$ cat config.mk
export PLATFORM = sky130hd
export DESIGN_NAME = step_scheduler
export DESIGN_NICKNAME = d
export VERILOG_FILES = /design/src/rtl/step_scheduler.sv
export SDC_FILE = /design/constraint.sdc
export NUM_CORES = 1
export LEC_CHECK = 0
export BUFFER_PORTS_ARGS = -buffer_cell sky130_fd_sc_hd__buf_2
export CAP_MARGIN = 20
export CORE_MARGIN = 2
export CORE_UTILIZATION = 55
export DETAILED_ROUTE_END_ITERATION = 6
export PLACE_DENSITY = 0.78
export SYNTH_ARGS = -nofsm -noshare
export SYNTH_HDL_FRONTEND = slang
export SYNTH_SLANG_ARGS = --single-unit
$ cat constraint.sdc
create_clock -name clk -period 12.8 [get_ports clk]
set_clock_uncertainty 0.15 [all_clocks]
set_input_delay 1.28 -clock clk [delete_from_list [all_inputs] [get_ports clk]]
set_output_delay 1.28 -clock clk [all_outputs]
set_load 0.01 [all_outputs]
$ cat src/rtl/step_scheduler.sv
// Tempo-driven 8-step drum scheduler: BPM accumulator ticks steps and
// serialises each step's instrument hits onto one valid/ready voice port.
module step_scheduler #(
  parameter int CLK_HZ  = 50_000_000,
  parameter int BPM_W   = 8,
  parameter int STEPS   = 8,
  parameter int NUM_INS = 4
) (
  input  logic                        clk,
  input  logic                        reset,
  input  logic                        play,
  input  logic [BPM_W-1:0]            bpm,
  input  logic [NUM_INS*STEPS-1:0]    pattern,
  output logic                        step_tick,
  output logic [$clog2(STEPS)-1:0]    step,
  output logic                        voice_valid,
  output logic [$clog2(NUM_INS)-1:0]  voice_id,
  input  logic                        voice_ready,
  output logic                        overrun
);

  localparam int SW = $clog2(STEPS);
  localparam int IW = $clog2(NUM_INS);
  localparam longint THRESH = longint'(CLK_HZ) * 30;
  localparam int ACC_W = $clog2(THRESH + (longint'(1) << BPM_W));
  localparam logic [ACC_W:0] TH = (ACC_W+1)'(THRESH);

  typedef enum logic {IDLE, RUN} state_t;

  state_t             state_q, state_d;
  logic [ACC_W-1:0]   acc_q, acc_d;
  logic [ACC_W:0]     sum;
  logic [SW-1:0]      step_q, step_d, step_n;
  logic               tick_q, tick_d;
  logic [NUM_INS-1:0] pend_q, pend_d;
  logic [NUM_INS-1:0] low, grant, left;
  logic               ovr_q, ovr_d;

  function automatic logic [NUM_INS-1:0] column(
    input logic [NUM_INS*STEPS-1:0] pat,
    input logic [SW-1:0]            s
  );
    logic [NUM_INS-1:0] c;
    for (int i = 0; i < NUM_INS; i++)
      c[i] = pat[i*STEPS + int'(s)];
    return c;
  endfunction

  // lowest set bit wins: instrument 0 has highest priority
  always_comb begin
    low      = pend_q & (~pend_q + 1'b1);
    grant    = voice_ready ? low : '0;
    left     = pend_q & ~grant;
    voice_id = '0;
    for (int i = NUM_INS-1; i >= 0; i--)
      if (pend_q[i]) voice_id = IW'(i);
  end

  assign voice_valid = |pend_q;
  assign step_tick   = tick_q;
  assign step        = step_q;
  assign overrun     = ovr_q;

  always_comb begin
    state_d = state_q;
    acc_d   = acc_q;
    step_d  = step_q;
    tick_d  = 1'b0;
    pend_d  = left;
    ovr_d   = ovr_q;
    sum     = {1'b0, acc_q} + (ACC_W+1)'(bpm);
    step_n  = step_q + 1'b1;
    unique case (state_q)
      IDLE: begin
        acc_d  = '0;
        step_d = '0;
        pend_d = '0;
        if (play) begin
          state_d = RUN;
          tick_d  = 1'b1;
          pend_d  = column(pattern, '0);
          ovr_d   = 1'b0;
        end
      end
      RUN: begin
        if (!play) begin
          state_d = IDLE;
          acc_d   = '0;
          step_d  = '0;
          pend_d  = '0;
        end else if (sum >= TH) begin
          acc_d  = ACC_W'(sum - TH);
          tick_d = 1'b1;
          step_d = step_n;
          pend_d = column(pattern, step_n);
          if (|left) ovr_d = 1'b1;
        end else begin
          acc_d = sum[ACC_W-1:0];
        end
      end
      default: state_d = IDLE;
    endcase
  end

  always_ff @(posedge clk) begin
    if (!reset) begin
      state_q <= IDLE;
      acc_q   <= '0;
      step_q  <= '0;
      tick_q  <= 1'b0;
      pend_q  <= '0;
      ovr_q   <= 1'b0;
    end else begin
      state_q <= state_d;
      acc_q   <= acc_d;
      step_q  <= step_d;
      tick_q  <= tick_d;
      pend_q  <= pend_d;
      ovr_q   <= ovr_d;
    end
  end

endmodule

==> flow_metrics.tcl <==
set metrics [dict create \
    post-route-min-period_ns 5.77 \
    crit_chain "buf_2, ha_1, inv_1, fa_1, nand2b_1, a21oi_2, o21ai_1, xnor2_1, ha_1, and4b_1, a32oi_1, and4b_1, o2111ai_2, a211oi_4, o21ai_2, nand2_1, a31o_2" \
    routed.top_layer "met4" \
    io_buffers 51 \
    place_congestion 0.890 \
    track_usage_pct 25.7 \
    p_seq_share_pct 53.4 \
    clock_sinks 41 \
    crit_path_top_delay_cell "o21ai_2" \
    yosys_warnings 0 \
    hold_violations 0 \
    start_util_pct 56.7 \
    path_delay_family "compound AO/OA/AOI/OAI gates" \
    clockPowerShare_pct 36.6 \
    clock_latency_ns 0.30 \
    power_leakage_nw 1.39 \
    endpoint_kind "flop" \
    postRouteAntennaNets 0 \
    die_w_um 81.9 \
    period_share_pct 45.1 \
    drt_wl_total_mm 8.07 \
    antenna_found_initial 0 \
    syn_nets 457 \
    nFillCells 521 \
    slew_viol_final 0 \
    finalNonFillerCells 515 \
    drt_iter0_markers 223 \
    worst_pin_slew_ns 1.07 \
    syn_avg_cell_area_um2 8.29 \
    grt_start_max_net_pins 33 \
    cts_tree "yes" \
    p_total_w 0.000243 \
    crit_type "in -> reg" \
    drtPass1Iterations 6 \
    root_buffer "clkbuf_8" \
    clkTransAtPathRegs_ns 0.08 \
    synth_edf_count 0 \
    cts_resized 0 \
    wl_met1_mm 3.76 \
    vdd_drop_max_mv 0.0421 \
    dieArea_um2 6700 \
    grt_pass1_vias 2928 \
    max_freq_mhz 173 \
    synthArstFlopShare_pct 0 \
    finalNetCount 495 \
    critPathMaxStageDelay_ns 0.80 \
    power_density_nw_per_um2 66.4 \
    p_comb_share_pct 10.0 \
    postPlaceCellArea_um2 3580 \
    drcViolationCount 0 \
    finalSetupTns_ns 0 \
    crit_required_ns 12.84 \
    via_per_inst 6.11 \
    cts_max_path_buffers 2 \
    power.switching_w 0.0000594 \
    wl_per_cell_um 15.7 \
    fp.coreArea_um2 5890 \
    num_antenna_cells 0 \
    fp.dieH_um 81.9 \
    wl_met2_mm 3.85 \
    path_buf_inv 2 \
    status "finished clean" \
    p_sw_share_pct 24.4 \
    drive_above_1_share_pct 22.5 \
    io_pins 52 \
    finalSetupViolCount 0 \
    synthCells 402 \
    synthesis.area_um2 3330 \
    syn2layout_area_growth_pct 9.87 \
    synth.yosys.seq_area_share_pct 24.6 \
    wl_met3_um 332 \
    dp_hpwl_mm 5.97 \
    grt_pass1_wl_mm 13.6 \
    cts_inserted_buffers 5 \
    finalWorstSetupSlack_ns 7.03 \
    p_int_w 0.000184 \
    grt_setup_unrepaired "no" \
    worst_setup_path_start_kind "input pin" \
    ys_types 70 \
    hold_buffers 0 \
    critPathArrivalTime_ns 5.81 \
    rows 28 \
    post-place-ws_ns 6.75 \
    ys.flop_type "dfxtp_1" \
    vias 3146 \
    relSlewSlack_pct 28.3 \
    htree_levels 2 \
    hold_path.class "reg -> reg" \
    globalRouteOverflowTotal 0 \
    placed_cells 508 \
    path_max_fanout 26 \
    synth_seq_cells 41 \
    fin_area_um2 3660 \
    post-cts-setup-buffers 0 \
    cap_violations 0 \
]
per-layer routing:
metal / vias up / GRT usage (%)
met5: - / 0
met4: 0 / 7.33
met3: 12 / 4.29
met2: 80 / 44.1
met1: 1503 / 33.0
li1: 1551 / -
layout by cell type (no fill, tap or decap), drive strengths merged, types with 3 or more instances in the layout:
| master | Yosys | final |
|---|---|---|
| nand4 | 10 | 10 |
| nor3 | 25 | 25 |
| a21oi | 30 | 30 |
| o2111ai | 4 | 4 |
| o211ai | 5 | 5 |
| clkbuf | 7 | 7 |
| nand3b | 3 | 3 |
| nand2 | 45 | 45 |
| mux2i | 6 | 6 |
| inv | 11 | 11 |
| nand3 | 14 | 14 |
| o31ai | 5 | 5 |
| o21ai | 17 | 17 |
| and3 | 8 | 8 |
| nand2b | 7 | 7 |
| nor2 | 27 | 27 |
| o21a | 7 | 7 |
| nor4 | 5 | 5 |
| dfxtp | 41 | 41 |
| or3 | 5 | 5 |
| a31o | 5 | 5 |
| xor2 | 14 | 14 |
| and2 | 6 | 6 |
| buf | 14 | 52 |
| ha | 10 | 10 |
| nor3b | 12 | 12 |
| a21o | 5 | 5 |
| mux4 | 8 | 8 |
| xnor2 | 19 | 19 |
power by group through the flow:
stage / clock [W] / combinational (W) / sequential, W
after CTS: 0.0000891 / 0.0000243 / 0.000130
after floorplan: 0 / 0.0000144 / 0.000132
after global placement: 0 / 0.0000234 / 0.000133
after global routing: 0.0000943 / 0.0000269 / 0.000130
final: 0.0000889 / 0.0000244 / 0.000130
after detailed placement: 0 / 0.0000242 / 0.000133
cells in the mapped netlist (6+ instances only):
cell type	instances	area [um2]
and3_1	8	50.1
ha_1	10	125
xnor2_1	19	166
xor2_1	14	123
mux2i_1	6	60.1
nand2_1	44	165
inv_1	11	41.3
buf_2	10	50.1
nor3_1	21	105
mux4_2	8	180
nor2_1	26	97.6
dfxtp_1	41	821
clkbuf_1	7	26.3
and2_1	6	37.5
nor3b_1	11	82.6
o21ai_0	14	70.1
a21oi_1	27	135
nand4_1	8	50.1
nand3_1	12	60.1
nand2b_1	6	37.5
worst register-to-register path, cell delays in order, from the launching register on:
cell       delay (ns)
dfxtp_1          0.31
ha_1             0.19
inv_1            0.07
fa_1             0.40
nand2b_1         0.20
a21oi_2          0.23
o21ai_1          0.41
xnor2_1          0.40
ha_1             0.31
and4b_1          0.21
a32oi_1          0.07
and4b_1          0.25
o2111ai_2        0.32
a211oi_4         0.13
o21ai_2          0.80
nand2_1          0.18
a31o_2           0.28
flip-flops by register name, indices dropped and copies added (netlist names):
signal	count
state_q	1
pend_q	4
overrun	1
step	3
acc_q	31
step_tick	1
logic make-up (layout without fill, tap and decap cells):
logic type | after synthesis | after routing | share of synthesized area [%]
XOR/XNOR | 33 | 33 | 8.67
AND/OR/NAND/NOR | 179 | 179 | 31.0
adder cells (fa/ha/maj) | 11 | 11 | 4.35
multiplexers | 15 | 15 | 7.54
AO/OA/AOI/OAI | 91 | 91 | 19.1
flip-flops | 41 | 41 | 24.6
buffers and inverters | 32 | 70 | 4.65
stage by stage:
stage / utilization (%) / hold slack (ns)
finish: 62.2 / 0.326
global route: 62.2 / 0.364
floorplan: - / 0.341
CTS: 62.2 / 0.328
detailed placement: 60.8 / 0.316
global placement: 60.8 / 0.308
cell type report:
class,count,area [um2],share of cell area [%]
sequential,41,821,22.4
multi-input combinational,329,2360,64.4
timing repair buffer,52,263,7.17
clock buffer,7,86.3,2.36
inverter,11,41.3,1.13
tap,75,93.8,2.56
path summary, 6_finish.rpt:
kind	to	depth (start not counted)	start	slack, ns
setup / recovery	pend_q[2]	17	bpm[0]	7.03
hold / removal	step[1]	2	step[1]	0.33
setup reg to reg	pend_q[2]	16	acc_q[0]	7.78
hold reg to reg	step[1]	2	step[1]	0.33
Power figures use the tool's default switching activity.
